[src/rtl/mult6x6_pkg.sv]
// Shared definitions for the 6x6 multiplier datapath and its dot-product consumer.
//   MULT_LAT     : multiplier latency, operands sampled -> sum valid
//   PROD_W       : multiplier sum width
//   dot_result_t : one completed dot product at the default widths
//   sat_inc      : saturating increment, clamped at max_v
package mult6x6_pkg;

  localparam int unsigned MULT_LAT  = 2;
  localparam int unsigned PROD_W    = 12;
  localparam int unsigned ACC_W_DEF = 20;
  localparam int unsigned CNT_W_DEF = 8;

  typedef struct packed {
    logic [ACC_W_DEF-1:0] data;
    logic [CNT_W_DEF-1:0] terms;
    logic                 ovf;
  } dot_result_t;

  function automatic logic [31:0] sat_inc(input logic [31:0] v, input logic [31:0] max_v);
    return (v >= max_v) ? max_v : v + 32'd1;
  endfunction

endpackage

[src/rtl/dot_result_q2.sv]
// Two-entry FIFO of completed dot-product results.
//   sys_clk, sys_rst_n : clock, async active-low reset
//   push, push_data    : enqueue a result
//   pop                : dequeue the head (ignored when empty)
//   head_valid/data    : registered head entry
//   free_slots_c       : number of empty slots (0..2)
module dot_result_q2
  import mult6x6_pkg::*;
#(
  parameter type T = dot_result_t
) (
  input  logic       sys_clk,
  input  logic       sys_rst_n,
  input  logic       push,
  input  T           push_data,
  input  logic       pop,
  output logic       head_valid,
  output T           head_data,
  output logic [1:0] free_slots_c
);

  logic tail_valid;
  T     tail_data;
  logic pop_ok;

  assign pop_ok       = pop && head_valid;
  assign free_slots_c = 2'd2 - {1'b0, head_valid} - {1'b0, tail_valid};

  // Head is always the oldest entry; a push during a pop refills the freed slot.
  always_ff @(posedge sys_clk or negedge sys_rst_n) begin
    if (!sys_rst_n) begin
      head_valid <= 1'b0;
      tail_valid <= 1'b0;
      head_data  <= '0;
      tail_data  <= '0;
    end else if (pop_ok) begin
      if (tail_valid) begin
        head_data  <= tail_data;
        tail_valid <= push;
        if (push) tail_data <= push_data;
      end else begin
        head_valid <= push;
        if (push) head_data <= push_data;
      end
    end else if (push) begin
      if (!head_valid) begin
        head_valid <= 1'b1;
        head_data  <= push_data;
      end else if (!tail_valid) begin
        tail_valid <= 1'b1;
        tail_data  <= push_data;
      end
    end
  end

endmodule

[src/rtl/mult6x6_dot_accum.sv]
// Dot-product accumulator behind the fixed-latency 6x6 multiplier.
//   sys_clk, sys_rst_n : clock (shared with multiplier), async active-low reset
//   en                 : multiplier enable; low flushes partial vector and in-flight terms
//   op_valid, op_last  : operand pair presented to multiplier, last term of vector
//   op_ready           : upstream may issue
//   prod               : multiplier sum, aligned with the tag pipe output
//   res_valid/ready    : result handshake
//   res_data/terms/ovf : dot-product sum, term count (saturating), carry-out seen
module mult6x6_dot_accum #(
  parameter int unsigned PROD_W   = mult6x6_pkg::PROD_W,
  parameter int unsigned ACC_W    = mult6x6_pkg::ACC_W_DEF,
  parameter int unsigned CNT_W    = mult6x6_pkg::CNT_W_DEF,
  parameter int unsigned MULT_LAT = mult6x6_pkg::MULT_LAT
) (
  input  logic              sys_clk,
  input  logic              sys_rst_n,
  input  logic              en,
  input  logic              op_valid,
  input  logic              op_last,
  output logic              op_ready,
  input  logic [PROD_W-1:0] prod,
  output logic              res_valid,
  input  logic              res_ready,
  output logic [ACC_W-1:0]  res_data,
  output logic [CNT_W-1:0]  res_terms,
  output logic              res_ovf
);

  localparam int unsigned SUM_W   = ACC_W + 1;
  localparam int unsigned IFL_W   = $clog2(MULT_LAT + 1);
  localparam int unsigned CNT_MAX = (1 << CNT_W) - 1;

  typedef struct packed {
    logic [ACC_W-1:0] data;
    logic [CNT_W-1:0] terms;
    logic             ovf;
  } res_t;

  logic [MULT_LAT-1:0] tag_v;
  logic [MULT_LAT-1:0] tag_l;
  logic [ACC_W-1:0]    acc;
  logic [CNT_W-1:0]    cnt;
  logic                ovf_v;
  logic                first;

  logic                issue;
  logic                pv;
  logic                pl;
  logic                res_push;
  logic [SUM_W-1:0]    sum;
  logic [CNT_W-1:0]    cnt_next;
  logic                ovf_next;
  logic [IFL_W-1:0]    inflight_lasts;
  logic [1:0]          q_free;
  res_t                push_res;
  res_t                head_res;

  assign issue    = op_valid && op_ready;
  assign pv       = tag_v[MULT_LAT-1];
  assign pl       = tag_l[MULT_LAT-1];
  assign res_push = en && pv && pl;

  // Next accumulator state; a fresh vector starts from zero.
  always_comb begin
    sum      = (first ? SUM_W'(0) : SUM_W'(acc)) + SUM_W'(prod);
    cnt_next = first ? CNT_W'(1) : CNT_W'(mult6x6_pkg::sat_inc(32'(cnt), CNT_MAX));
    ovf_next = (first ? 1'b0 : ovf_v) | sum[ACC_W];
    push_res = '{data: sum[ACC_W-1:0], terms: cnt_next, ovf: ovf_next};
  end

  // Vector ends still in flight each need a free slot when they land.
  always_comb begin
    inflight_lasts = '0;
    for (int i = 0; i < MULT_LAT; i++) begin
      inflight_lasts = inflight_lasts + IFL_W'(tag_v[i] & tag_l[i]);
    end
  end

  assign op_ready = en && (32'(q_free) > 32'(inflight_lasts));

  // Tag pipe and accumulator; en low drops everything not yet queued.
  always_ff @(posedge sys_clk or negedge sys_rst_n) begin
    if (!sys_rst_n) begin
      tag_v <= '0;
      tag_l <= '0;
      acc   <= '0;
      cnt   <= '0;
      ovf_v <= 1'b0;
      first <= 1'b1;
    end else if (!en) begin
      tag_v <= '0;
      tag_l <= '0;
      acc   <= '0;
      cnt   <= '0;
      ovf_v <= 1'b0;
      first <= 1'b1;
    end else begin
      tag_v <= MULT_LAT'({tag_v, issue});
      tag_l <= MULT_LAT'({tag_l, issue && op_last});
      if (pv) begin
        acc   <= sum[ACC_W-1:0];
        cnt   <= cnt_next;
        ovf_v <= ovf_next;
        first <= pl;
      end
    end
  end

  dot_result_q2 #(
    .T (res_t)
  ) u_res_q (
    .sys_clk      (sys_clk),
    .sys_rst_n    (sys_rst_n),
    .push         (res_push),
    .push_data    (push_res),
    .pop          (res_ready),
    .head_valid   (res_valid),
    .head_data    (head_res),
    .free_slots_c (q_free)
  );

  assign res_data  = head_res.data;
  assign res_terms = head_res.terms;
  assign res_ovf   = head_res.ovf;

endmodule

[config.mk]
export PLATFORM = sky130hd
export DESIGN_NAME = mult6x6_dot_accum
export DESIGN_NICKNAME = d
export VERILOG_FILES = /design/src/rtl/mult6x6_pkg.sv /design/src/rtl/dot_result_q2.sv /design/src/rtl/mult6x6_dot_accum.sv
export SDC_FILE = /design/constraint.sdc
export NUM_CORES = 1
export LEC_CHECK = 0
export CORE_MARGIN = 2
export CORE_UTILIZATION = 50
export DETAILED_ROUTE_END_ITERATION = 7
export PLACE_DENSITY_LB_ADDON = 0.05
export SYNTH_ARGS = -nofsm -noshare
export SYNTH_HDL_FRONTEND = slang
export SYNTH_SLANG_ARGS = --single-unit
[constraint.sdc]
create_clock -name sys_clk -period 5.43 [get_ports sys_clk]
set_input_delay 1.086 -clock sys_clk [delete_from_list [all_inputs] [get_ports sys_clk]]
set_output_delay 1.086 -clock sys_clk [all_outputs]
set_load 0.01 [all_outputs]
* Word level (Yosys, flattened, before mapping)
Cells that the tools add are included.
** Word-level totals
- Bits in registers :: 94
- Input port bits :: 18
- Output and inout bits :: 31
** Cells by class
- Add/sub/neg operators :: 5
- $lt $le $gt $ge :: 2
- Eq/ne operators :: 6
- Muxes and demuxes :: 31
- Bitwise operators :: 3
- Reduce and logical (&&, ||, !) cells :: 13
** Operator list (number)
- two-way mux 29 bit :: 10
- two-way mux 20 bit :: 3
- two-way mux 8 bit :: 4
- adder 20 x 12 -> 21 bit :: 1
- two-way mux 1 bit :: 12
- adder 8 x 1 -> 8 bit, second input constant :: 1
- greater-or-equal comparator 8 bit, second input constant :: 1
- logical AND 1 bit :: 6
- != test 2 x 1 -> 1 bit, second input constant :: 3
- != test 2 bit, second input constant :: 3
- nonzero test 2 bit :: 3
- AND reduction 5 bit :: 1
- two-way mux 2 bit :: 2
- AND reduction 2 bit :: 2
- AND reduction 3 bit :: 1
- adder 1 x 1 -> 2 bit :: 1
- AND 1 bit :: 2
- > comparator 2 bit :: 1
- subtractor 2 x 1 -> 2 bit :: 1
- subtractor 2 x 1 -> 2 bit, first input constant :: 1
- bitwise OR 1 bit :: 1

* Depth between registers and ports, before layout
- Depth in word-level cells :: 7
- Gate-level depth with buffers :: 12
- Gate-level depth less buffers :: 11

* Hierarchy
From an unflattened synthesis, not the netlist that was laid out.
** Second synthesis, totals
- Cell total of the unflattened synthesis :: 603
- Area total of the unflattened synthesis :: 5780.5 um^2
** By module, submodules not included
- dot_result_q2 :: instances 1, cells an instance 273, area an instance 2982.9 um^2, sequential area each 1501.4 um^2
- mult6x6_dot_accum :: instances 1, cells an instance 330, area an instance 2797.7 um^2, sequential area each 852.1 um^2

* Worst setup path before layout
Ideal clock, no wire load.
- Kind :: input to register
- From :: input prod[6]
- To :: register u_res_q.head_data[28] (netlist name)
- Library setup time :: 0.124 ns
- Arrival :: 2.929 ns
- Required time :: 5.306 ns
- Path slack :: 2.376 ns
- Stages on the path :: 8
- Path buffers :: 0
- Cell sequence :: ha_1 and3_4 and3_2 a211o_4 a221o_4 and4_2 nor3_1 o21ai_1
** Between the ends
- Word-level cells in the longest chain between the ends :: 4
** RTL lines
- from (decl) :: RTL line mult6x6_dot_accum.sv:21 : input logic [PROD_W-1:0] prod,
- adder 20 x 12 -> 21 bit * :: RTL line mult6x6_dot_accum.sv:65 : sum = (first ? SUM_W'(0) : SUM_W'(acc)) + SUM_W'(prod);
- two-way mux 29 bit (on tied branches) :: RTL line dot_result_q2.sv:46, dot_result_q2.sv:43
- two-way mux 29 bit (on tied branches) :: RTL line dot_result_q2.sv:45, dot_result_q2.sv:37
- two-way mux 29 bit * :: RTL line dot_result_q2.sv:36 : end else if (pop_ok) begin
- to (signal assigned) :: RTL line dot_result_q2.sv:38 : head_data <= tail_data;
- to (signal assigned) :: RTL line dot_result_q2.sv:43 : if (push) head_data <= push_data;
- to (signal assigned) :: RTL line dot_result_q2.sv:48 : head_data <= push_data;
- to (decl) :: RTL line dot_result_q2.sv:18 : output T head_data,
Every way passes the cells marked *; elsewhere a longest branch is shown, timed or not. The select of a mux whose other input is x is not followed.
A chain may end at the register's enable or synchronous reset.

* Worst setup path after layout
- From :: register tag_v[1]
- To :: output op_ready
** Between the ends
- Word-level cells in the longest chain between the ends :: 4
** RTL lines
- from (decl) :: RTL line mult6x6_dot_accum.sv:39 : logic [MULT_LAT-1:0] tag_v;
- from (signal assigned) :: RTL line mult6x6_dot_accum.sv:98 : tag_v <= MULT_LAT'({tag_v, issue});
- AND 1 bit :: RTL line mult6x6_dot_accum.sv:75 : inflight_lasts = inflight_lasts + IFL_W'(tag_v[i] & tag_l[i]);
- adder 1 x 1 -> 2 bit :: RTL line mult6x6_dot_accum.sv:75
- > comparator 2 bit :: RTL line mult6x6_dot_accum.sv:79 : assign op_ready = en && (32'(q_free) > 32'(inflight_lasts));
- logical AND 1 bit :: RTL line mult6x6_dot_accum.sv:79
- to (decl) :: RTL line mult6x6_dot_accum.sv:20 : output logic op_ready,
Every way passes these cells.

==> reports/results.md <==
| Item | This run |
|---|---|
| Number of buffers on the longest clock path | 2 |
| Max Cap Violations | 0 |
| Maximum net fanout on the critical path | 43 |
| Number of synthesized flops with an enable pin | 0 |
| Total clock sinks | 94 |
| Final setup TNS | 0 ns |
| Slew of the pin with the lowest slew margin | 0.679 ns |
| Number of buffers added for setup after CTS | 0 |
| RePlAce Congestion | 0.879 |
| Final Routed Wirelength | 11.7 mm |
| Number of buffers created by CTS | 9 |
| Overall die height | 104 um |
| Clock transition time at the flip-flop clock pins of the worst setup and hold paths | 0.10 ns |
| Average wire per standard cell | 15.9 um |
| Synthesized area per cell | 8.87 sq um |
| Sequential area share after synthesis | 0.473 |
| Global-route wire length before repair | 19.7 mm |
| Overall track demand over capacity in global routing | 0.228 |
| Sum of net half-perimeters after detailed placement | 7.98 mm |
| Crit path max-delay family | buffers and inverters |
| Worst min-delay path class | reg -> reg |
| Unique cell type count in the Yosys netlist | 53 |
| Cells after DPL | 721 |
| Remaining antenna violation count | 0 |
| Average vias per placed instance | 5.47 |
| Via count of the routed design | 4033 |
| Vias in the first global route | 3744 |
| Remaining design rule violation count | 0 |
| Primary flip-flop cell chosen by synthesis mapping | sky130_fd_sc_hd__dfrtp_1 |
| Total Nets Final | 635 |
| Number of synthesis warnings | 0 |
| I/O pins | 49 |
| First-pass iteration count of the detailed router | 5 |
| Critical path data required time | 4.34 ns |
| Core Box Area | 9730 sq um |
| Die outline width | 104 um |
| WP buf/inv | 4 |
| Number of antenna violations at the first check in global routing | 0 |
| Share of the clock period used by the worst path | 0.733 |
| Status | completed |
| Largest net degree at the start of global routing | 53 |
| Final setup viols | 0 |
| Non-filler cells, final | 737 |
| Layout cell share with drive strength beyond 1 | 0.0613 |
| Post-Syn Instances | 561 |
| Area enclosed by the die boundary | 10800 sq um |
| Async set-or-reset flop fraction in the synthesized netlist | 1.00 |
| Cells traversed along the worst timing path | buf_4, nand2_1, inv_1, ha_1, inv_1, ha_1, a21oi_1, a211oi_1, clkdlybuf4s50_1 |
| Cell area reported after detailed placement | 5570 sq um |
| Final max-slew violation count | 0 |
| Kind of end point of the critical path | output pin |
| Class of the most critical setup path | reg -> out |
| Initial Utilization | 0.512 |
| CP Launch Type | flip-flop |
| Post-synthesis register bit count | 94 |
| Share of the synthesized area in the top cell type | 0.467 |
| Clock tree skew after final layout | 0.00939 ns |
| Max Fclk | 0.251 GHz |
| Synth top area cells | sky130_fd_sc_hd__dfrtp_1, sky130_fd_sc_hd__nand2_1, sky130_fd_sc_hd__ha_1 |
| Shortest clock period the worst path allows after layout | 3.98 ns |
| Slowest stage cell on the critical path | sky130_fd_sc_hd__clkdlybuf4s50_1 |
| Worst vdd rail ir drop | 0.128 mV |
| Total power density per cell area | 302 nW/um^2 |
| Final hold violation count | 0 |
| Setup repair after global routing missed its margin | false |
| Overall power | 1.75 mW |
| Max H-tree Level | 3 |
| Number of buffers added to fix hold violations after cts | 0 |
| Leading area contributor after synthesis | sky130_fd_sc_hd__dfrtp_1 |
| Final cell area excluding filler cells | 5790 sq um |
| Number of standard-cell rows in the floorplan | 36 |
| Post-synth design cell area | 4980 sq um |
| Headroom to the max-slew limit | 0.547 |
| Root buffer cell | sky130_fd_sc_hd__clkbuf_8 |
| PostCTS Resize Cnt | 0 |
| Clock latency of the later-clocked register in the worst-skew pair | 0.37 ns |
| Inserted Diodes | 0 |
| CTS tree | yes |
| CP max stage delay | 0.61 ns |
| Number of nets in the synthesized netlist | 597 |
| Syn-to-layout area delta | 16.2% |
| Detailed router's first-iteration violation count | 233 |
| Lkg Pwr | 2.68 nW |
| Arrival time of the worst setup path | 2.89 ns |
| Total grt overflow | 0 |
| Buffers on Ports | 48 |
## power by group
group | switching (mW) | leakage, nW | total [mW] | internal [mW]
sequential | 0.0508 | 1.28 | 0.832 | 0.782
combinational | 0.177 | 1.30 | 0.385 | 0.208
clock | 0.266 | 0.104 | 0.529 | 0.263
## sequential cells by signal (all words and copies together) (netlist names)
| signal | count |
|---|---|
| tag_v | 2 |
| u_res_q.head_valid | 1 |
| acc | 20 |
| u_res_q.tail_data | 29 |
| first | 1 |
| tag_l | 2 |
| ovf_v | 1 |
| u_res_q.tail_valid | 1 |
| u_res_q.head_data | 29 |
| cnt | 8 |
## cell families (layout without fill, tap and decap cells)
logic type | after synthesis | after routing | share of synthesized area
AND/OR/NAND/NOR | 240 | 240 | 0.219
flip-flops | 94 | 94 | 0.473
adder cells (fa/ha/maj) | 18 | 18 | 0.0467
buffers and inverters | 45 | 88 | 0.0374
XOR/XNOR | 19 | 19 | 0.0334
AO/OA/AOI/OAI | 127 | 127 | 0.155
multiplexers | 18 | 18 | 0.0362
## final timing paths
check | from | to | slack [ns] | depth (start not counted)
min in group asynchronous | sys_rst_n | u_res_q.head_data[22] | 0.68 | 1
max in group asynchronous | sys_rst_n | acc[0] | 3.65 | 2
setup / recovery | tag_v[1] | op_ready | 1.45 | 9
hold / removal | tag_l[0] | tag_l[1] | 0.48 | 1
setup reg to reg | first | acc[15] | 2.02 | 11
hold reg to reg | tag_l[0] | tag_l[1] | 0.48 | 1
## synthesized netlist by cell type (3+ instances only)
cell	n
sky130_fd_sc_hd__a21oi_1	38
sky130_fd_sc_hd__nand3_1	9
sky130_fd_sc_hd__a211oi_1	6
sky130_fd_sc_hd__nor3b_1	3
sky130_fd_sc_hd__nor2b_1	15
sky130_fd_sc_hd__ha_1	17
sky130_fd_sc_hd__o22ai_1	5
sky130_fd_sc_hd__nor3_1	5
sky130_fd_sc_hd__nand2_1	118
sky130_fd_sc_hd__inv_1	15
sky130_fd_sc_hd__mux2i_1	18
sky130_fd_sc_hd__a31oi_1	19
sky130_fd_sc_hd__nor2_1	53
sky130_fd_sc_hd__nand2b_1	3
sky130_fd_sc_hd__and3_1	17
sky130_fd_sc_hd__xnor2_1	11
sky130_fd_sc_hd__o21bai_1	3
sky130_fd_sc_hd__clkbuf_1	24
sky130_fd_sc_hd__and2_1	4
sky130_fd_sc_hd__xor2_1	8
sky130_fd_sc_hd__o21ai_0	37
sky130_fd_sc_hd__dfrtp_1	93
## through the flow
stage | hold slack, ns | worst slack (ns) | util
2_1_floorplan | 0.446 | 2.38 | -
3_3_place_gp | 0.457 | 1.54 | 0.572
3_5_place_dp | 0.460 | 1.49 | 0.572
4_1_cts | 0.483 | 1.43 | 0.595
5_1_grt | 0.512 | 1.20 | 0.595
6_report | 0.479 | 1.45 | 0.595
## final cells by class
class | count | area [sq um]
Fill cell | 868 | 3940
Multi-Input combinational cell | 422 | 2450
Sequential cell | 94 | 2350
Timing Repair Buffer | 56 | 538
Tap cell | 133 | 166
Clock buffer | 10 | 128
Clock inverter | 6 | 92.6
Inverter | 16 | 60.1
## metal layers
layer	global-route usage	wire length [um]
met5	0	0
met4	0.0463	101
met3	0.0378	614
met2	0.341	5070
met1	0.353	5950
## cells in the final DEF, fill, tap and decap left out, types with 3 or more instances in the layout
master / n
sky130_fd_sc_hd__a31oi_1: 19
sky130_fd_sc_hd__nand2_1: 118
sky130_fd_sc_hd__nor2b_1: 15
sky130_fd_sc_hd__inv_1: 15
sky130_fd_sc_hd__nor3b_1: 3
sky130_fd_sc_hd__xor2_1: 8
sky130_fd_sc_hd__nor2_1: 53
sky130_fd_sc_hd__o21bai_1: 3
sky130_fd_sc_hd__clkdlybuf4s50_1: 47
sky130_fd_sc_hd__nor3_1: 4
sky130_fd_sc_hd__ha_1: 17
sky130_fd_sc_hd__dfrtp_1: 93
sky130_fd_sc_hd__mux2i_1: 18
sky130_fd_sc_hd__o22ai_1: 5
sky130_fd_sc_hd__nand3_1: 9
sky130_fd_sc_hd__and3_1: 17
sky130_fd_sc_hd__and2_1: 4
sky130_fd_sc_hd__a211oi_1: 6
sky130_fd_sc_hd__xnor2_1: 11
sky130_fd_sc_hd__nand2b_1: 3
sky130_fd_sc_hd__buf_4: 9
sky130_fd_sc_hd__clkbuf_8: 9
sky130_fd_sc_hd__a21oi_1: 38
sky130_fd_sc_hd__o21ai_0: 36
No activity file was read; power rests on OpenSTA's default activity.
==> patch 1 (same flow settings) <==
`CNT_W_DEF`: 8 -> 12.
--- a/src/rtl/mult6x6_pkg.sv
+++ b/src/rtl/mult6x6_pkg.sv
@@ -8,7 +8,7 @@
   localparam int unsigned MULT_LAT  = 2;
   localparam int unsigned PROD_W    = 12;
   localparam int unsigned ACC_W_DEF = 20;
-  localparam int unsigned CNT_W_DEF = 8;
+  localparam int unsigned CNT_W_DEF = 12;
 
   typedef struct packed {
     logic [ACC_W_DEF-1:0] data;
Ports: changed (resized res_terms); port bits go from 49 to 53. No check against the original RTL was run, so the function may have changed too.
==> patch 1 against the original RTL <==
Cell area grew 16%. Count of clock-buffer cells in the layout did not move. Area after synthesis up 15%. Critical path depth shrank 4. Total power is 15% higher. Setup slack worse by 170 ps. Wire length increased by 18%. Sequential cell count is 12 higher.
==> patch 1: results (changes against the original RTL) <==
top cells by count, synth nand2_1 (131), dfrtp_1 (105), nor2_1 (61) (was nand2_1 (118), dfrtp_1 (93), nor2_1 (53)); Clock Root Buffer clkbuf_16 (was clkbuf_8); Tot Pwr 2.012 mW (was 1.747 mW); critical path fanouts, max 29 (was 43); Final Wtd Congestion 0.8616 (was 0.8790); Worst-Skew Late Latency 350 ps (was 370 ps); final hold slack 475.1 ps (was 478.9 ps); Cell variety after synth 62 (was 53); gr usage total 0.2332 (was 0.2284); Placement Cell Area 6374 um2 (was 5565 um2); number of port buffers 52 (was 48); dpl ws 1274 ps (was 1490 ps); post-synthesis cell area 5742 um2 (was 4979 um2); hpwl dp 9.040 mm (was 7.983 mm); Clock transition at path regs 70 ps (was 100 ps); Leakage 3.078 nW (was 2.681 nW); Cells after DPL 820 (was 721); Worst setup endpoint op_ready (unchanged); WHS Path Cells 2 (was 1); nets 724 (was 635); Seq/Total Area, Yosys 0.4622 (was 0.4727); Crit path largest cell delay 730 ps (was 610 ps); asr flop ratio synth 1.000 (unchanged); # H-tree levels 3 (unchanged); Worst Skew 4.443 ps (was 9.393 ps); proportion of layout cells with a drive suffix above 1 0.05636 (was 0.06126); R2R Setup Slk 2180 ps (was 2020 ps); Worst Hold End u_res_q.tail_data[4]$_DFFE_PN0P_ (was tag_l[1]$_DFF_PN0_); initial antenna violation count 0 (unchanged); Vias/cell 5.692 (was 5.472); final WL 13.87 mm (was 11.74 mm); Worst Setup SP en (was tag_v[1]$_DFF_PN0_); largest net degree at the start of global routing 69 (was 53); final cell count without fillers 835 (was 737); Syn Inst Count 652 (was 561); R2R cell count 8 (was 11); Initial DRC Count 287 (was 233); Top Registers u_res_q.head_data (33), u_res_q.tail_data (33), acc (20) (was u_res_q.head_data (29), u_res_q.tail_data (29), acc (20)); period utilisation layout 0.7636 (was 0.7325); Critical Path AT 3060 ps (was 2890 ps); synth top area cells dfrtp_1 (46%), nand2_1 (8.6%), mux2i_1 (4.2%) (was dfrtp_1 (47%), nand2_1 (8.9%), ha_1 (4.3%)); maximum VDD drop 0.2169 mV (was 0.1275 mV); Internal 1.484 mW (was 1.253 mW); Reg-to-Reg End acc[11]$_DFFE_PN0P_ (was acc[15]$_DFFE_PN0P_); syn_nets 688 (was 597); worst hold start u_res_q.tail_data[4]$_DFFE_PN0P_ (was tag_l[0]$_DFF_PN0_); vias in the first global route 4584 (was 3744); status complete, no violations (unchanged); first-pass GRT wire length 23.13 mm (was 19.67 mm); DRT Pass-1 Iters 4 (was 5); Slew @ Worst Pin 1102 ps (was 679.3 ps); delay-heaviest family, CP buffers and inverters (unchanged); number of fillers in the final layout 1051 (was 868)
-- patch 1: cell types whose count changed after synthesis, moves of 4 or more --
cell,before,now
nand3_1,9,20
o21a_1,0,4
dfrtp_1,93,105
nor2_1,53,61
a21o_1,2,8
xnor2_1,11,16
a21oi_1,38,45
buf_1,0,4
nor3_1,5,12
o21ai_0,37,29
mux2i_1,18,24
nand2_1,118,131
-- patch 1: cell families (layout without fill, tap and decap cells) --
logic type | after synthesis | count (layout) | share of synthesized area
xor gates and xnor gates | 23 | 23 | 0.03508
and+or+nand+nor | 291 | 291 | 0.2319
adders and majority gates | 18 | 18 | 0.04053
DFF | 106 | 106 | 0.4622
AOI/OAI and AO/OA | 136 | 136 | 0.1508
buffers and inverters | 53 | 93 | 0.03573
muxes | 25 | 25 | 0.04380
-- patch 1: final cells by class --
type,count,area [um2],share of cell area
multi-input combinational,493,2895,0.4333
sequential,106,2654,0.3971
timing repair buffer,60,578.1,0.08650
clock buffer,10,229.0,0.03426
tap,143,178.9,0.02677
clock inverter,5,80.08,0.01198
inverter,18,67.56,0.01011
-- patch 1: worst min-delay path, stage by stage, from the launching register on --
cell and delay (ps):
dfrtp_1 340, nand2_1 50, nand2_1 50
-- patch 1: power by group through the flow --
stage	clock network [mW]	logic (mW)	registers [mW]
2_1_floorplan	0	0.152	0.963
3_3_place_gp	0	0.391	0.939
3_5_place_dp	0	0.397	0.942
4_1_cts	0.712	0.398	0.927
5_1_grt	0.741	0.427	0.937
6_report	0.693	0.393	0.925
-- patch 1: metal layers --
metal,vias up,track usage,wire (um)
li1,2318,-,-
met1,2322,0.3266,6770
met2,98,0.3675,6351
met3,15,0.03718,546
met4,0,0.08724,200
met5,-,0,0
==> patch 2 (same settings) <==
Without the edit above. Make the reset (`sys_rst_n`) synchronous in 2 clocked blocks. Comments in the files are not updated.
--- a/src/rtl/dot_result_q2.sv
+++ b/src/rtl/dot_result_q2.sv
@@ -27,7 +27,7 @@
   assign free_slots_c = 2'd2 - {1'b0, head_valid} - {1'b0, tail_valid};
 
   // Head is always the oldest entry; a push during a pop refills the freed slot.
-  always_ff @(posedge sys_clk or negedge sys_rst_n) begin
+  always_ff @(posedge sys_clk) begin
     if (!sys_rst_n) begin
       head_valid <= 1'b0;
       tail_valid <= 1'b0;
--- a/src/rtl/mult6x6_dot_accum.sv
+++ b/src/rtl/mult6x6_dot_accum.sv
@@ -79,7 +79,7 @@
   assign op_ready = en && (32'(q_free) > 32'(inflight_lasts));
 
   // Tag pipe and accumulator; en low drops everything not yet queued.
-  always_ff @(posedge sys_clk or negedge sys_rst_n) begin
+  always_ff @(posedge sys_clk) begin
     if (!sys_rst_n) begin
       tag_v <= '0;
       tag_l <= '0;
Check against the original RTL: differs if sys_rst_n is asserted again (counterexample within 4 cycles, from zero or initial values and one cycle with sys_rst_n low); with sys_rst_n held inactive, the same outputs for 4 cycles.
==> patch 2 against the original RTL <==
Setup slack better by 480 ps. Cell count shrank 3.9%. Fmax is 14% higher. Wire length is essentially flat. Area after synthesis decreased by 4.9%. Sequential cell count did not move. Cell area fell by 4.5%.
Power is not compared: it rests on default switching activity, and its combinational part moved more than twofold at a synthesized area within 25%.
==> patch 2: results (changes against the original RTL) <==
hpwl dp 7.988 mm (was 7.983 mm); Seq/Total Area, Yosys 0.3974 (was 0.4727); vias in the first global route 3797 (was 3744); DRT Pass-1 Iters 6 (was 5); post-route core utilization 0.6011 (was 0.5947); syn_nets 594 (was 597); wire length on met1 5.590 mm (was 5.952 mm); top cells by count, synth dfxtp_1 (94), nand2_1 (73), a21oi_1 (39) (was nand2_1 (118), dfrtp_1 (93), nor2_1 (53)); Critical Path AT 2410 ps (was 2890 ps); routed wl met2 5.590 mm (was 5.067 mm); Syn Inst Count 558 (was 561); Synth Area in Compound Gates 0.2267 (was 0.1546); R2R Setup Slk 2590 ps (was 2020 ps); critical path fanouts, max 7 (was 43); R2R cell count 12 (was 11); worst hold start u_res_q.head_data[11]$_SDFFE_PN0P_ (was tag_l[0]$_DFF_PN0_); slew margin rel. 0.1738 (was 0.5471); first-pass GRT wire length 18.86 mm (was 19.67 mm); Worst Skew 14.86 ps (was 9.393 ps); dpl ws 1717 ps (was 1490 ps); Post-Synth Adder-Cell Area 0.04914 (was 0.04675); Post-Synth XOR/XNOR Area 0.03514 (was 0.03343); post-synthesis mux area share 0.04280 (was 0.03619); gr usage total 0.2330 (was 0.2284); status complete, no violations (unchanged); synth top area cells dfxtp_1 (40%), nand2_1 (5.8%), ha_1 (4.5%) (was dfrtp_1 (47%), nand2_1 (8.9%), ha_1 (4.3%)); Initial DRC Count 202 (was 233); Cell variety after synth 55 (was 53); asr flop ratio synth 0 (was 1.000); Placement Cell Area 5284 um2 (was 5565 um2); Final Wtd Congestion 0.8924 (was 0.8790); Reg-to-Reg End u_res_q.head_data[15]$_SDFFE_PN0P_ (was acc[15]$_DFFE_PN0P_); number of fillers in the final layout 855 (was 868); nets 628 (was 635); Cells after DPL 692 (was 721); met3 GRT Util 0.02761 (was 0.03776); Met3 Wirelength 383 um (was 614 um); final WL 11.73 mm (was 11.74 mm); Tmin final 3496 ps (was 3978 ps)
[patch 2: area by class of cell]
class / instances / area share
multi-input cells: 411 / 0.4799
flip-flops and latches: 94 / 0.3404
repair buffers: 56 / 0.09688
well taps: 111 / 0.02512
clock buffers: 9 / 0.02241
clock inverters: 7 / 0.02173
inverters: 20 / 0.01358
[patch 2: worst min path at each step]
| stage | to | slack [ps] | cells past startpoint |
|---|---|---|---|
| finish | u_res_q.head_data[11]$_SDFFE_PN0P_ | 450 | 2 |
| global route | u_res_q.head_data[11]$_SDFFE_PN0P_ | 480 | 2 |
| CTS | u_res_q.head_data[11]$_SDFFE_PN0P_ | 450 | 2 |
| detailed placement | u_res_q.head_data[11]$_SDFFE_PN0P_ | 440 | 2 |
| global placement | u_res_q.head_data[11]$_SDFFE_PN0P_ | 440 | 2 |
| floorplan | u_res_q.tail_data[14]$_SDFFE_PN0P_ | 440 | 2 |
[patch 2: critical path: stages]
cell,delay (ps)
clkdlybuf4s50_1,570
nand2_1,70
nor2_1,130
clkdlybuf4s50_1,550
